==> config.mk <==
export PLATFORM = sky130hd
export DESIGN_NAME = pat_seq_ctrl
export DESIGN_NICKNAME = d
export VERILOG_FILES = /design/src/rtl/pat_seq_ctrl.sv
export SDC_FILE = /design/constraint.sdc
export NUM_CORES = 1
export LEC_CHECK = 0
export CORE_MARGIN = 2
export CORE_UTILIZATION = 55
export CTS_CLUSTER_SIZE = 10
export DETAILED_ROUTE_END_ITERATION = 6
export DONT_BUFFER_PORTS = 1
export PLACE_DENSITY = 0.68
export SLEW_MARGIN = 5
export SYNTH_ARGS = -nofsm -noshare
export SYNTH_HDL_FRONTEND = slang
export SYNTH_SLANG_ARGS = --single-unit
==> constraint.sdc <==
create_clock -name sclk -period 2.4 [get_ports sclk]
set_input_delay 0.48 -clock sclk [delete_from_list [all_inputs] [get_ports sclk]]
set_output_delay 0.48 -clock sclk [all_outputs]
set_load 0.03 [all_outputs]
==> src/rtl/pat_seq_ctrl.sv <==
// rtl/pat_seq_ctrl.sv - programmable beat pattern sequencer with ready/valid output
module pat_seq_ctrl #(
    parameter int DW = 8
) (
    input  logic          sclk,
    input  logic          rst_n,
    input  logic          cfg_we,
    input  logic [2:0]    cfg_addr,
    input  logic          cfg_dv,
    input  logic [DW-1:0] cfg_data,
    input  logic [2:0]    cfg_len,
    input  logic          cfg_loop,
    input  logic          start,
    input  logic          stop,
    input  logic          o_ready,
    output logic          o_dv,
    output logic [DW-1:0] o_data,
    output logic          busy,
    output logic          done,
    output logic [15:0]   beat_cnt
);

    localparam logic [1:0] IDLE = 2'd0;
    localparam logic [1:0] RUN  = 2'd1;
    localparam logic [1:0] DONE = 2'd2;

    logic [1:0]    state_q, state_d;
    logic [2:0]    idx_q, idx_d;
    logic [2:0]    len_q, len_d;
    logic          loop_q, loop_d;
    logic          o_dv_q, o_dv_d;
    logic [DW-1:0] o_data_q, o_data_d;
    logic          done_q, done_d;
    logic [15:0]   cnt_q, cnt_d;

    logic          tbl_dv_q   [8];
    logic [DW-1:0] tbl_data_q [8];

    logic          ld;
    logic [2:0]    ld_idx;
    logic [2:0]    nxt_idx;
    logic          beat_xfer;

    // Pattern table: reloads its default pattern on reset, writable only while idle
    always_ff @(posedge sclk) begin
        if (!rst_n) begin
            for (int i = 0; i < 8; i++) begin
                tbl_dv_q[i]   <= 1'b0;
                tbl_data_q[i] <= '0;
            end
            tbl_dv_q[0]   <= 1'b1;
            tbl_data_q[0] <= DW'(7);
            tbl_dv_q[2]   <= 1'b1;
            tbl_data_q[2] <= DW'(5);
        end else if (cfg_we && state_q == IDLE) begin
            tbl_dv_q[cfg_addr]   <= cfg_dv;
            tbl_data_q[cfg_addr] <= cfg_data;
        end
    end

    // Next-state logic: sequencing, beat hand-off and beat counting
    always_comb begin
        state_d  = state_q;
        idx_d    = idx_q;
        len_d    = len_q;
        loop_d   = loop_q;
        o_dv_d   = o_dv_q;
        o_data_d = o_data_q;
        done_d   = 1'b0;
        cnt_d    = cnt_q;
        ld       = 1'b0;
        ld_idx   = 3'd0;
        nxt_idx  = (idx_q == len_q) ? 3'd0 : idx_q + 3'd1;
        // A gap beat never waits for the consumer; a valid beat waits for o_ready
        beat_xfer = (state_q == RUN) && o_dv_q && o_ready;

        if (beat_xfer && cnt_q != 16'hFFFF) begin
            cnt_d = cnt_q + 16'd1;
        end

        case (state_q)
            IDLE: begin
                if (start && !stop) begin
                    state_d = RUN;
                    idx_d   = 3'd0;
                    len_d   = cfg_len;
                    loop_d  = cfg_loop;
                    cnt_d   = 16'd0;
                    ld      = 1'b1;
                    ld_idx  = 3'd0;
                end
            end
            RUN: begin
                if (stop) begin
                    state_d  = IDLE;
                    o_dv_d   = 1'b0;
                    o_data_d = '0;
                end else if (!o_dv_q || o_ready) begin
                    if (idx_q == len_q && !loop_q) begin
                        state_d  = DONE;
                        o_dv_d   = 1'b0;
                        o_data_d = '0;
                        done_d   = 1'b1;
                    end else begin
                        idx_d  = nxt_idx;
                        ld     = 1'b1;
                        ld_idx = nxt_idx;
                    end
                end
            end
            DONE: begin
                state_d = IDLE;
            end
            default: begin
                state_d  = IDLE;
                o_dv_d   = 1'b0;
                o_data_d = '0;
            end
        endcase

        if (ld) begin
            o_dv_d   = tbl_dv_q[ld_idx];
            o_data_d = tbl_dv_q[ld_idx] ? tbl_data_q[ld_idx] : '0;
        end
    end

    // Control and output registers
    always_ff @(posedge sclk) begin
        if (!rst_n) begin
            state_q  <= IDLE;
            idx_q    <= 3'd0;
            len_q    <= 3'd0;
            loop_q   <= 1'b0;
            o_dv_q   <= 1'b0;
            o_data_q <= '0;
            done_q   <= 1'b0;
            cnt_q    <= 16'd0;
        end else begin
            state_q  <= state_d;
            idx_q    <= idx_d;
            len_q    <= len_d;
            loop_q   <= loop_d;
            o_dv_q   <= o_dv_d;
            o_data_q <= o_data_d;
            done_q   <= done_d;
            cnt_q    <= cnt_d;
        end
    end

    assign o_dv     = o_dv_q;
    assign o_data   = o_data_q;
    assign busy     = (state_q == RUN);
    assign done     = done_q;
    assign beat_cnt = cnt_q;

endmodule

# After elaboration in Yosys (flattened, before gate mapping)
# Memory sizes are Yosys's and may differ from the RTL's.
# Index checks and enable logic that the tools add are counted.
# op_classes
n_addsub,2
muxes,49
n_reduce_logical,20
n_eq_ne,13
bitwise,7
# ops
operator,n
$mux W8,8
$mux W16,3
$mux W3,11
$mux W1,18
$add A16 B1 Y16 const B,1
$ne A16 B16 Y1 const B,1
$pmux W8 S2,1
$mux W2,4
$ne A4 B2 Y1 const B,2
$reduce_or A8 Y1,1
$logic_and A1 B1 Y1,6
$ne A2 B1 Y1 const B,3
$ne A3 B2 Y1 const B,2
$pmux W3 S2,1
$reduce_and A3 Y1,2
$reduce_and A5 Y1,1
$ne A2 B2 Y1 const B,2
$or A1 B1 Y1,4
$pmux W1 S2,2
$pmux W2 S2,1
$reduce_or A4 Y1,1
$add A3 B1 Y3 const B,1
$eq A3 B3 Y1,1
$logic_not A1 Y1,3
9 further kinds,11
# totals
in_bits,22
wordCells,101
ff_bits,35
out_inout_bits,27
ramBits,72
n_memories,2
# memory_table
memory,depth,word_bits,read_ports,rd_clocked_by_memory_dff,wr,line_no,text
tbl_data_q,8,8,1,0,8,37,logic [DW-1:0] tbl_data_q [8];
tbl_dv_q,8,1,1,0,8,36,logic tbl_dv_q [8];

# Logic depth before layout (Yosys ltp)
# An unclocked memory read counts as a cell.
# depth
depth_word,9
depth_mapped,8

# Worst setup path after synthesis
# OpenSTA, ideal clock, no wires.
# synth_timing
path_kind,reg2reg
startpoint,register idx_q[1]
endpoint,"register o_data_q[0], in the netlist o_data[0]"
setup_time_ns,0.117
required_ns,2.283
t_arrival_ns,2.032
path_slack_ns,0.251
path_stages_with_launch,9
synth_period_minus_slack_ns,2.149
path_cell_list,dfxtp_1 -> ha_1 -> clkbuf_1 -> mux4_2 -> nand2_1 -> nand3_1 -> and4_1 -> buf_2 -> a32o_1
# synth_via
elab_chain_len,9
word_cells_on_any_way,20
cone_classes,add/sub (1); eq/ne (4); mux (11); reduce/logical (2); memory (2)
# synth_rtl
element,line_no,text
from (decl),28,"logic [2:0] idx_q, idx_d;"
from (signal assigned),140,idx_q <= idx_d;
$add A3 B1 Y3 or $eq A3 B3 Y1 (tied branches),"73, 99",
$mux W3 or $logic_and A1 B1 Y1 (tied branches),"73, 99",
$mux W3,99,if (idx_q == len_q && !loop_q) begin
$mux W3,98,end else if (!o_dv_q || o_ready) begin
$mux W3,94,if (stop) begin
$mux W3,n/a,
$mem_v2 Z8 W8 or $mem_v2 Z8 W1 (tied branches),n/a,
$mux W8,123,o_data_d = tbl_dv_q[ld_idx] ? tbl_data_q[ld_idx] : '0;
$mux W8,121,if (ld) begin
to (signal assigned),144,o_data_q <= o_data_d;
to (decl),32,"logic [DW-1:0] o_data_q, o_data_d;"
# Several ways; a longest one is shown, not always the timed one.
# A chain may end at the register's enable or synchronous reset.

# Worst setup path after layout
# layout_timing
startpoint,register idx_q[0]
endpoint,"register o_data_q[0], in the netlist o_data[0]"
# The elaborated chain is that of the path after synthesis.

==> key figures <==
STA
  • Final Hold Vio Count: 0
  • Tightest Pin Transition: roughly 0.65 ns
  • Final min period: 2.26 ns
  • Worst hold slack: 0.235 ns
  • RSZ-0062 raised after global routing: no
  • Setup violators final: 0
  • Slew Viols, Final: 0
  • Fin Clk Skew: about 0.011 ns
  • Tcrit/Tclk final: 0.940
  • Fin Setup TNS: 0 ns
  • Fin worst setup slack: 0.143 ns
  • Max Freq: approximately 0.44 GHz
  • Slew headroom: 0.553

Floorplan
  • I/O Pins: slightly below 50
  • Die footprint: around 9500 sq um
  • Die Wd: around 100 um
  • Core ar.: 8590 sq um
  • Die Y: between 90 and 100 um
  • Row Count: 34
  • Initial Util: 0.560

CTS
  • H-Tree Level Count: 3
  • Cts repair resizes: 0
  • Clk sink count: about 110
  • Hold_buf cts: 0
  • Worst-Skew Late Latency: ~0.37 ns
  • CTS root buffer: clkbuf_8
  • Worst-path clk slew: roughly 0.1 ns
  • Number of buffers created by CTS: 9
  • CTS tree: yes
  • Clk buf depth: 2
  • Postcts setup bufs: 0

Critical path
  • Setup CP Type: reg -> reg
  • Reg2Reg Depth: 6
  • CP startpoint kind: flip-flop
  • FF-to-FF End: o_data[0]$_SDFFE_PN0P_
  • CP endpoint: o_data[0]$_SDFFE_PN0P_
  • CP Capture Type: flip-flop
  • Critical Path RT: between 2 and 3 ns
  • R2R Setup Slk: between 0.1 and 0.15 ns
  • Max FO, Critical Path: 26
  • Worst setup startpoint: idx_q[0]$_SDFFE_PN0P_
  • RR Startpoint: idx_q[0]$_SDFFE_PN0P_
  • Arr. time, crit path: roughly 2.5 ns

Pwr
  • Power Density: between 600 and 700 nW/um^2
  • Switch share: 0.250
  • Flop pwr share: 0.623
  • Pint: approximately 2.5 mW
  • P_leak: about 1.8 nW
  • Clock network power share: 0.317
  • Logic pwr share: 0.061
  • Net Sw Power: between 0.8 and 0.9 mW
  • Worst VDD drop: 0.331 mV

Route
  • DR WL/cell: 19.4 um
  • Post-Route WL: roughly 11 mm
  • Detail Route Antenna Nets: 0
  • Drt pass-1 iters: 5
  • Vias per inst: approximately 6.1
  • Residual DRC: 0
  • 1st-iter DRT viols: 190
  • Vias: 3486

Yosys
  • Post-synth top flop: edfxtp_1
  • Syn Nets: about 460
  • Gate Count Post-Synth: between 400 and 500
  • Share of the synthesized area in the top cell type: 0.400
  • Post-synth top cells: nor2_1, edfxtp_1, dfxtp_1
  • Ys Warns: 0
  • Sequential fraction of the synthesis area: 0.579
  • Area contributors post-synth: edfxtp_1, dfxtp_1, nor2_1
  • Post-synth ARST share: 0
  • Number of flops mapped to enable cells by yosys: 64
  • Count leader, synth: nor2_1
  • Synth cell types: 54
  • Synth Register Bits: around 110
  • Mapped Area: around 4800 sq um
  • Area leader, netlist: edfxtp_1
  • Syn avg cell area: 11.1 sq um

Final layout
  • Fin area: between 5000 and 6000 sq um
  • N_diodes: 0
  • Share of layout cells above drive strength 1: 0.139
  • Layout net count: 480
  • Fillers: about 700
  • Synth-to-Final Area Change: 10.4%

GRT
  • Total grt overflow: 0
  • Vias in the first global route: 3416
  • First-pass GRT wire length: about 17 mm
  • Largest net degree at the start of global routing: 27
  • Initial antenna violation count: 0
  • Total GRT Usage: 0.236

Placed design
  • Gpl congestion: between 0.8 and 0.9
  • Area after DPL: approximately 5100 sq um
  • IO Port Bufs: 0
  • HPWL after DPL: about 8 mm
  • Post-Place Setup Slack: 0.120 ns

Min path
  • Min-Delay Path Class: in -> reg
  • Hold depth: 1

Run
  • Max Cap Violations: 0

Status
  • Status: finished, final reports clean
==> cell usage in the layout, fill, tap and decap left out, types with 2 or more instances in the layout <==
cell type | netlist | final
o21ai_0 | 10 | 10
nor4_1 | 3 | 3
nand2b_1 | 2 | 2
inv_1 | 5 | 5
a32o_1 | 7 | 7
clkbuf_8 | 0 | 9
nor2b_1 | 5 | 5
mux2i_1 | 15 | 15
xnor2_1 | 10 | 10
clkinvlp_4 | 0 | 2
nor3_1 | 2 | 2
edfxtp_1 | 64 | 64
buf_4 | 0 | 31
nand4_1 | 3 | 3
and2_1 | 2 | 2
mux4_2 | 8 | 8
a21oi_1 | 11 | 11
a31oi_1 | 2 | 2
o2111ai_1 | 3 | 3
xor2_1 | 8 | 7
or2_1 | 7 | 7
a21boi_0 | 2 | 2
nand3_1 | 23 | 23
a2111oi_0 | 2 | 2
ha_1 | 2 | 2
inv_8 | 0 | 2
nand2_1 | 28 | 28
dfxtp_1 | 43 | 43
and3_1 | 5 | 5
nor2_1 | 94 | 94
a22o_1 | 8 | 8
or3_1 | 2 | 2
and4_1 | 2 | 2
nand4b_1 | 5 | 5
o211ai_1 | 9 | 9
==> power by group through the flow <==
| stage | clock network, mW | logic (mW) | registers (mW) |
|---|---|---|---|
| floorplan | 0 | 0.145 | 2.08 |
| global placement | 0 | 0.193 | 2.09 |
| detailed placement | 0 | 0.196 | 2.09 |
| CTS | 1.06 | 0.197 | 2.05 |
| global route | 1.13 | 0.219 | 2.06 |
| finish | 1.04 | 0.200 | 2.05 |
==> registers in the layout (all words and copies together), names as in the netlist <==
register / cells
idx_q: 3
state_q: 2
tbl_dv_q: 8
len_q: 3
done: 1
loop_q: 1
beat_cnt: 16
tbl_data_q: 64
o_dv: 1
o_data: 8
==> per-layer routing <==
metal	routed length (um)	global-route usage
met5	0	0
met4	214	0.0844
met3	650	0.0432
met2	5480	0.385
met1	4730	0.318
==> final cells by class <==
cell class | instances | area, sq um | area share
sequential | 107 | 2780 | 0.524
tap | 108 | 135 | 0.0255
clock inverter | 7 | 58.8 | 0.0111
clock buffer | 9 | 124 | 0.0233
inverter | 6 | 22.5 | 0.00424
multi-input combinational | 300 | 1930 | 0.364
timing repair buffer | 32 | 253 | 0.0476
==> worst min-delay path by stage <==
stage / end / from / slack (ns)
3_5_place_dp: tbl_dv_q[5]$_DFF_P_ / tbl_dv_q[5]$_DFF_P_ / 0.47
2_1_floorplan: tbl_dv_q[3]$_DFF_P_ / tbl_dv_q[3]$_DFF_P_ / 0.44
4_1_cts: state_q[0]$_SDFFE_PN0P_ / rst_n / 0.22
5_1_grt: state_q[0]$_SDFFE_PN0P_ / rst_n / 0.22
3_3_place_gp: tbl_dv_q[5]$_DFF_P_ / tbl_dv_q[5]$_DFF_P_ / 0.46
6_report: state_q[0]$_SDFFE_PN0P_ / rst_n / 0.24
==> through the flow <==
stage,total power [mW],std cells,utilization
2_1_floorplan,2.23,435,-
3_3_place_gp,2.28,550,0.593
3_5_place_dp,2.29,550,0.593
4_1_cts,3.31,566,0.614
5_1_grt,3.40,569,0.618
6_report,3.29,569,0.618
==> worst max-delay path, stage by stage (launching register included) <==
cell	delay, ns
dfxtp_1	0.36
buf_4	0.30
xnor2_1	0.24
a311oi_4	0.44
nand2_1	0.27
a22o_1	0.30
a32o_1	0.25
==> cells by family after synthesis <==
family	after synthesis	synth area share
muxes	24	0.0710
DFF	107	0.579
adders and majority gates	2	0.00520
and+or+nand+nor	189	0.184
xor gates and xnor gates	18	0.0328
buffers and inverters	29	0.0239
AOI/OAI and AO/OA	66	0.105
No activity file was read; power rests on OpenSTA's default activity.
